File: config.mk
export PLATFORM = sky130hd
export DESIGN_NAME = priority_scheduler
export DESIGN_NICKNAME = d
export VERILOG_FILES = /design/src/rtl/priorities_pkg.sv /design/src/rtl/priority_rotator.sv /design/src/rtl/priority_scheduler.sv
export SDC_FILE = /design/constraint.sdc
export NUM_CORES = 1
export LEC_CHECK = 0
export CAP_MARGIN = 5
export CORE_ASPECT_RATIO = 0.6
export CORE_MARGIN = 2
export CORE_UTILIZATION = 49
export CTS_BUF_LIST = sky130_fd_sc_hd__clkbuf_4
export CTS_CLUSTER_DIAMETER = 40
export DETAILED_ROUTE_END_ITERATION = 7
export PLACE_DENSITY = 0.75
export SYNTH_ARGS = -nofsm -noshare
export SYNTH_HDL_FRONTEND = slang
export SYNTH_SLANG_ARGS = --single-unit
File: constraint.sdc
create_clock -name clock -period 3.4 [get_ports clock]
set_input_delay 0.68 -clock clock [delete_from_list [all_inputs] [get_ports clock]]
set_output_delay 0.68 -clock clock [all_outputs]
set_load 0.01 [all_outputs]
File: src/rtl/priorities_pkg.sv
// Shared types and constants for the priority scheduler: phase ids, priority
// encoding, scheduler states and the reset priority order.
package priorities_pkg;

  typedef enum logic [1:0] {
    PED  = 2'd0,
    UP   = 2'd1,
    DOWN = 2'd2,
    TURN = 2'd3
  } phase_e;

  typedef logic [1:0] prio_t;
  typedef prio_t [3:0] prio_vec_t;

  typedef enum logic [1:0] {
    CLEAR,
    IDLE,
    OFFER,
    ACTIVE
  } sched_state_e;

  localparam prio_t RESET_PRIO_PED  = 2'd3;
  localparam prio_t RESET_PRIO_UP   = 2'd2;
  localparam prio_t RESET_PRIO_DOWN = 2'd1;
  localparam prio_t RESET_PRIO_TURN = 2'd0;

  localparam prio_vec_t RESET_PRIO = {RESET_PRIO_TURN, RESET_PRIO_DOWN,
                                      RESET_PRIO_UP, RESET_PRIO_PED};

  // Returns the requesting phase with the highest priority; PED if none request.
  function automatic phase_e pick_highest(input logic [3:0] req, input prio_vec_t prio);
    phase_e best;
    prio_t  bestPrio;
    logic   found;
    best     = PED;
    bestPrio = '0;
    found    = 1'b0;
    for (int i = 0; i < 4; i++) begin
      if (req[i] && (!found || prio[i] > bestPrio)) begin
        best     = phase_e'(2'(i));
        bestPrio = prio[i];
        found    = 1'b1;
      end
    end
    return best;
  endfunction

endpackage

File: src/rtl/priority_rotator.sv
// Combinational LRU rotation: the served phase drops to priority 0 and every
// phase that ranked below it moves up by one, so the set stays a permutation.
module priority_rotator
  import priorities_pkg::*;
(
  input  prio_vec_t prio_i,
  input  phase_e    served_i,
  output prio_vec_t prio_o
);

  prio_t servedPrio;

  assign servedPrio = prio_i[served_i];

  always_comb begin
    prio_o = prio_i;
    for (int i = 0; i < 4; i++) begin
      if (2'(i) == served_i) begin
        prio_o[i] = '0;
      end else if (prio_i[i] < servedPrio) begin
        prio_o[i] = prio_i[i] + 2'd1;
      end
    end
  end

endmodule

File: src/rtl/priority_scheduler.sv
// Phase scheduler granting one intersection phase at a time with LRU priorities.
// Optional starvation aging is enabled by defining PRIO_AGING_EN.
module priority_scheduler
  import priorities_pkg::*;
#(
  parameter int unsigned CLEAR_CYCLES = 2
`ifdef PRIO_AGING_EN
  ,
  parameter int unsigned STARVE_LIMIT = 3
`endif
) (
  input  logic       clock,
  input  logic       reset,
  input  logic [3:0] req,
  output logic       grant_valid,
  output logic [1:0] grant_id,
  input  logic       grant_ack,
  input  logic       phase_done,
  output logic [1:0] priority_pedestrian,
  output logic [1:0] priority_up,
  output logic [1:0] priority_down,
  output logic [1:0] priority_turn
);

  localparam int unsigned CNT_W = (CLEAR_CYCLES > 1) ? $clog2(CLEAR_CYCLES) : 1;
  localparam logic [CNT_W-1:0] CLEAR_RELOAD = CNT_W'(CLEAR_CYCLES - 1);

  sched_state_e     state_q;
  logic [CNT_W-1:0] clearCnt_q;
  logic             grantValid_q;
  phase_e           grantId_q;
  prio_vec_t        prio_q;

  phase_e           selId_d;
  prio_vec_t        prio_d;

  priority_rotator u_rotator (
    .prio_i   (prio_q),
    .served_i (grantId_q),
    .prio_o   (prio_d)
  );

`ifdef PRIO_AGING_EN
  localparam int unsigned AGE_W = $clog2(STARVE_LIMIT + 1);
  localparam logic [AGE_W-1:0] AGE_MAX = AGE_W'(STARVE_LIMIT);

  logic [AGE_W-1:0] ageCnt_q [4];
  logic             forced;
  phase_e           forcedId;

  // A starved requester overrides priority; scanning downward leaves the lowest index.
  always_comb begin
    forced   = 1'b0;
    forcedId = PED;
    for (int i = 3; i >= 0; i--) begin
      if (req[i] && ageCnt_q[i] == AGE_MAX) begin
        forced   = 1'b1;
        forcedId = phase_e'(2'(i));
      end
    end
  end

  assign selId_d = forced ? forcedId : pick_highest(req, prio_q);

  always_ff @(posedge clock or posedge reset) begin
    if (reset) begin
      for (int i = 0; i < 4; i++) ageCnt_q[i] <= '0;
    end else if (state_q == IDLE && req != 4'd0) begin
      for (int i = 0; i < 4; i++) begin
        if (2'(i) == selId_d) begin
          ageCnt_q[i] <= '0;
        end else if (req[i] && ageCnt_q[i] != AGE_MAX) begin
          ageCnt_q[i] <= ageCnt_q[i] + 1'b1;
        end
      end
    end
  end
`else
  assign selId_d = pick_highest(req, prio_q);
`endif

  // Handshake inputs only matter in their own state, so stray pulses fall through.
  always_ff @(posedge clock or posedge reset) begin
    if (reset) begin
      state_q      <= CLEAR;
      clearCnt_q   <= CLEAR_RELOAD;
      grantValid_q <= 1'b0;
      grantId_q    <= PED;
      prio_q       <= RESET_PRIO;
    end else begin
      unique case (state_q)
        CLEAR: begin
          if (clearCnt_q == '0) state_q <= IDLE;
          else clearCnt_q <= clearCnt_q - 1'b1;
        end
        IDLE: begin
          if (req != 4'd0) begin
            grantId_q    <= selId_d;
            grantValid_q <= 1'b1;
            state_q      <= OFFER;
          end
        end
        OFFER: begin
          if (grant_ack) begin
            grantValid_q <= 1'b0;
            state_q      <= ACTIVE;
          end
        end
        ACTIVE: begin
          if (phase_done) begin
            prio_q     <= prio_d;
            clearCnt_q <= CLEAR_RELOAD;
            state_q    <= CLEAR;
          end
        end
        default: state_q <= CLEAR;
      endcase
    end
  end

  assign grant_valid         = grantValid_q;
  assign grant_id            = grantId_q;
  assign priority_pedestrian = prio_q[PED];
  assign priority_up         = prio_q[UP];
  assign priority_down       = prio_q[DOWN];
  assign priority_turn       = prio_q[TURN];

endmodule

==> run summary <==
Placed cells: 172
FF-to-FF Start: priority_pedestrian[1]
Hold Path Depth: 2
Sequential share of power: 0.403
Total core area: 2150 µm²
Final Non-Filler Cells: 178
Worst Hold Class: reg -> reg
Die X: 65.2 µm
Reg clk slew, reported paths: 90 ps
Routability cong.: 0.795
Pre-CTS setup slack: -874 ps
Worst slew pin tran: 577 ps
Worst vdd ir: 464 µV
Initial Util: 0.513
Initial antenna violation count: 0
WP data required: 3590 ps
Setup crit start kind: primary input
Final min period: 3460 ps
Syn_area_per_cell: 9.49 µm²
Setup violators final: 2
Post-Syn Area: 1100 µm²
Drc violations: 0
Setup crit end kind: flop
Via-to-Cell Ratio: 5.79
CTS tree: built
Avg WL per Cell: 17.0 µm
Tcrit/Tclk final: 1.02
FF-to-FF End: grant_id[1]
Highest achievable clock rate: 0.289 GHz
Sw frac: 0.403
CTS Buf Count: 3
Die H: 40.7 µm
RSZ-0062 raised after global routing: true
Detailed Place HPWL: 2.21 mm
Antenna cells: 0
Power consumption: 0.669 mW
Clock latency on the worst-skew pair: 300 ps
Grt ovf: 0
Maxcap violations: 0
Net load switching power: 0.269 mW
Final nets: 171
Vias in the first global route: 1,004
Max-slew headroom: 0.615
Hold_buf cts: 0
H-tree levels: 1
Minimum setup slack among reg-to-reg paths: -60 ps
First-pass GRT wire length: 4.77 mm
#FFs+latches synth: 14
Leakage: 0.645 nW
Ys flop type: dfrtp_1
Critical Path AT: 3650 ps
Share of layout cells above drive strength 1: 0.284
GRT Total Usage: 0.257
Synth-to-layout area growth: 37.5%
Worst clock skew: 7.59 ps
Failing checks: setup timing
Part of the power in combinational logic: 0.439
CP max FO: 3
Worst Hold Launch: clearCnt_q
Slew Limit Fails: 0
# clock sinks: 14
Post-synthesis cell type count: 35
Status: finished, violations left
Post-synth EDFFs: 0
Vias post-DR: 1,030
FP Rows: 13
Fin util: 0.705
Mapped Cells: 116
Die Area: 2650 µm²
First-pass DRT Iterations: 4
Largest cells by area after synthesis: dfrtp_1 20%, ha_1 16%, dfstp_2 12%
Synthesis Warnings: 0
Setup ws final: -61.6 ps
Internal: 0.400 mW
Count leader, synth: ha_1
Worst Hold Path EP: clearCnt_q
Setup Crit Path Kind: in -> reg
Post-DRT Antenna Nets: 0
Max Root-Sink Buffers: 2
Clock power share: 0.158
Ys async rst share: 1.00
I/O Buffers: 18
Dominant cell type by area after synthesis: dfrtp_1
IO Pins: 19
Share of the synthesized area in the top cell type: 0.205
Drt total wl: 3.03 mm
Filler cells: 175
Post-synth top cells: 14 x ha_1, 9 x dfrtp_1, 9 x inv_1, 9 x nor2b_1, 9 x nor3_1
DR iter-0 viols: 53
R2R cell count: 15
Final Hold Viols: 0
Largest net degree at the start of global routing: 15
Synthesized Nets: 138
Seq/Total Area, Yosys: 0.324
Clock Tree Root: clkbuf_4
PwrDens: 442 nW/µm²
worst max path at each step:
stage | depth (start not counted) | from | to
global placement | 16 | req[0] | grant_id[0]
CTS | 15 | priority_pedestrian[1] | grant_id[0]
floorplan | 16 | req[0] | grant_id[1]
global route | 15 | priority_pedestrian[1] | grant_id[1]
finish | 16 | req[0] | grant_id[1]
detailed placement | 16 | req[0] | grant_id[0]
cells in the final DEF, fill, tap and decap left out, types with 2 or more instances in the layout:
cell	n
nor3b_1	2
buf_4	13
clkdlybuf4s50_1	17
nor2b_1	6
o21ai_0	5
nor3_1	9
clkbuf_4	3
a21oi_2	2
a22o_1	5
dfstp_2	5
ha_4	3
mux4_2	2
ha_1	11
nand3_1	2
a21oi_1	5
nand2_1	6
dfrtp_1	9
o211ai_1	3
inv_1	9
nor2b_4	3
nor2_1	5
o21a_1	3
stage by stage:
step                cell area, µm²  hold WS, ps  TNS (ps)
finish                        1510          512      -123
global placement              1430          495     -1500
floorplan                     1150          482      -478
CTS                           1510          514     -53.0
detailed placement            1430          497     -1740
global route                  1510          552      -328
power groups by stage:
stage          Sequential (mW)  Combinational, mW  Clock, mW
3_5_place_dp             0.270              0.282          0
3_3_place_gp             0.268              0.269          0
5_1_grt                  0.274              0.325      0.118
2_1_floorplan            0.242              0.213          0
4_1_cts                  0.266              0.292      0.108
6_report                 0.270              0.294      0.105
state kept, by name, indices dropped and copies added (netlist names):
name and count:
grant_id 2, priority_down 2, priority_pedestrian 2, priority_turn 2, priority_up 2, state_q 2, clearCnt_q 1, grant_valid 1
cells by family after synthesis:
family / after synthesis / share of synthesized area
simple gates: 39 / 0.185
compound gates: 31 / 0.206
fa+ha+maj: 14 / 0.159
flops: 14 / 0.324
buf+inv: 13 / 0.0523
mux: 5 / 0.0739
cell type report:
cell class                      instances  area, µm²  share of cell area
Tap cell                               30       37.5              0.0248
Timing Repair Buffer                   31        273               0.180
Sequential cell                        14        357               0.236
Inverter                               10       37.5              0.0248
Multi-Input combinational cell         89        783               0.517
Clock buffer                            3       22.5              0.0149
Clock inverter                          1       3.75             0.00248
critical path: stages:
cell      delay (ps)
buf_2            130
and2_4           160
ha_1             290
nand2_1           80
o211ai_1         170
a32oi_2          290
ha_1             290
nor2b_4          140
o311ai_4         260
buf_4            180
mux2_4           310
ha_4             260
nand2_2           30
o211ai_1          90
o311a_2          230
a21oi_2           50
timing repair:
item                                    4_1_cts  5_1_grt
endpoints found under the setup margin        2        2
setup buffers                                 2        0
resized for setup                            11        1
endpoints found under the hold margin         0        0
pin swaps                                    10        3
per-layer routing:
layer | global-route usage | up-vias | share of wire
met5 | 0 | - | 0
met4 | 0.146 | 0 | 0.021
met3 | 0.0659 | 7 | 0.037
met2 | 0.403 | 22 | 0.45
met1 | 0.333 | 506 | 0.49
li1 | - | 495 | -
No activity file was read; power rests on OpenSTA's default activity.
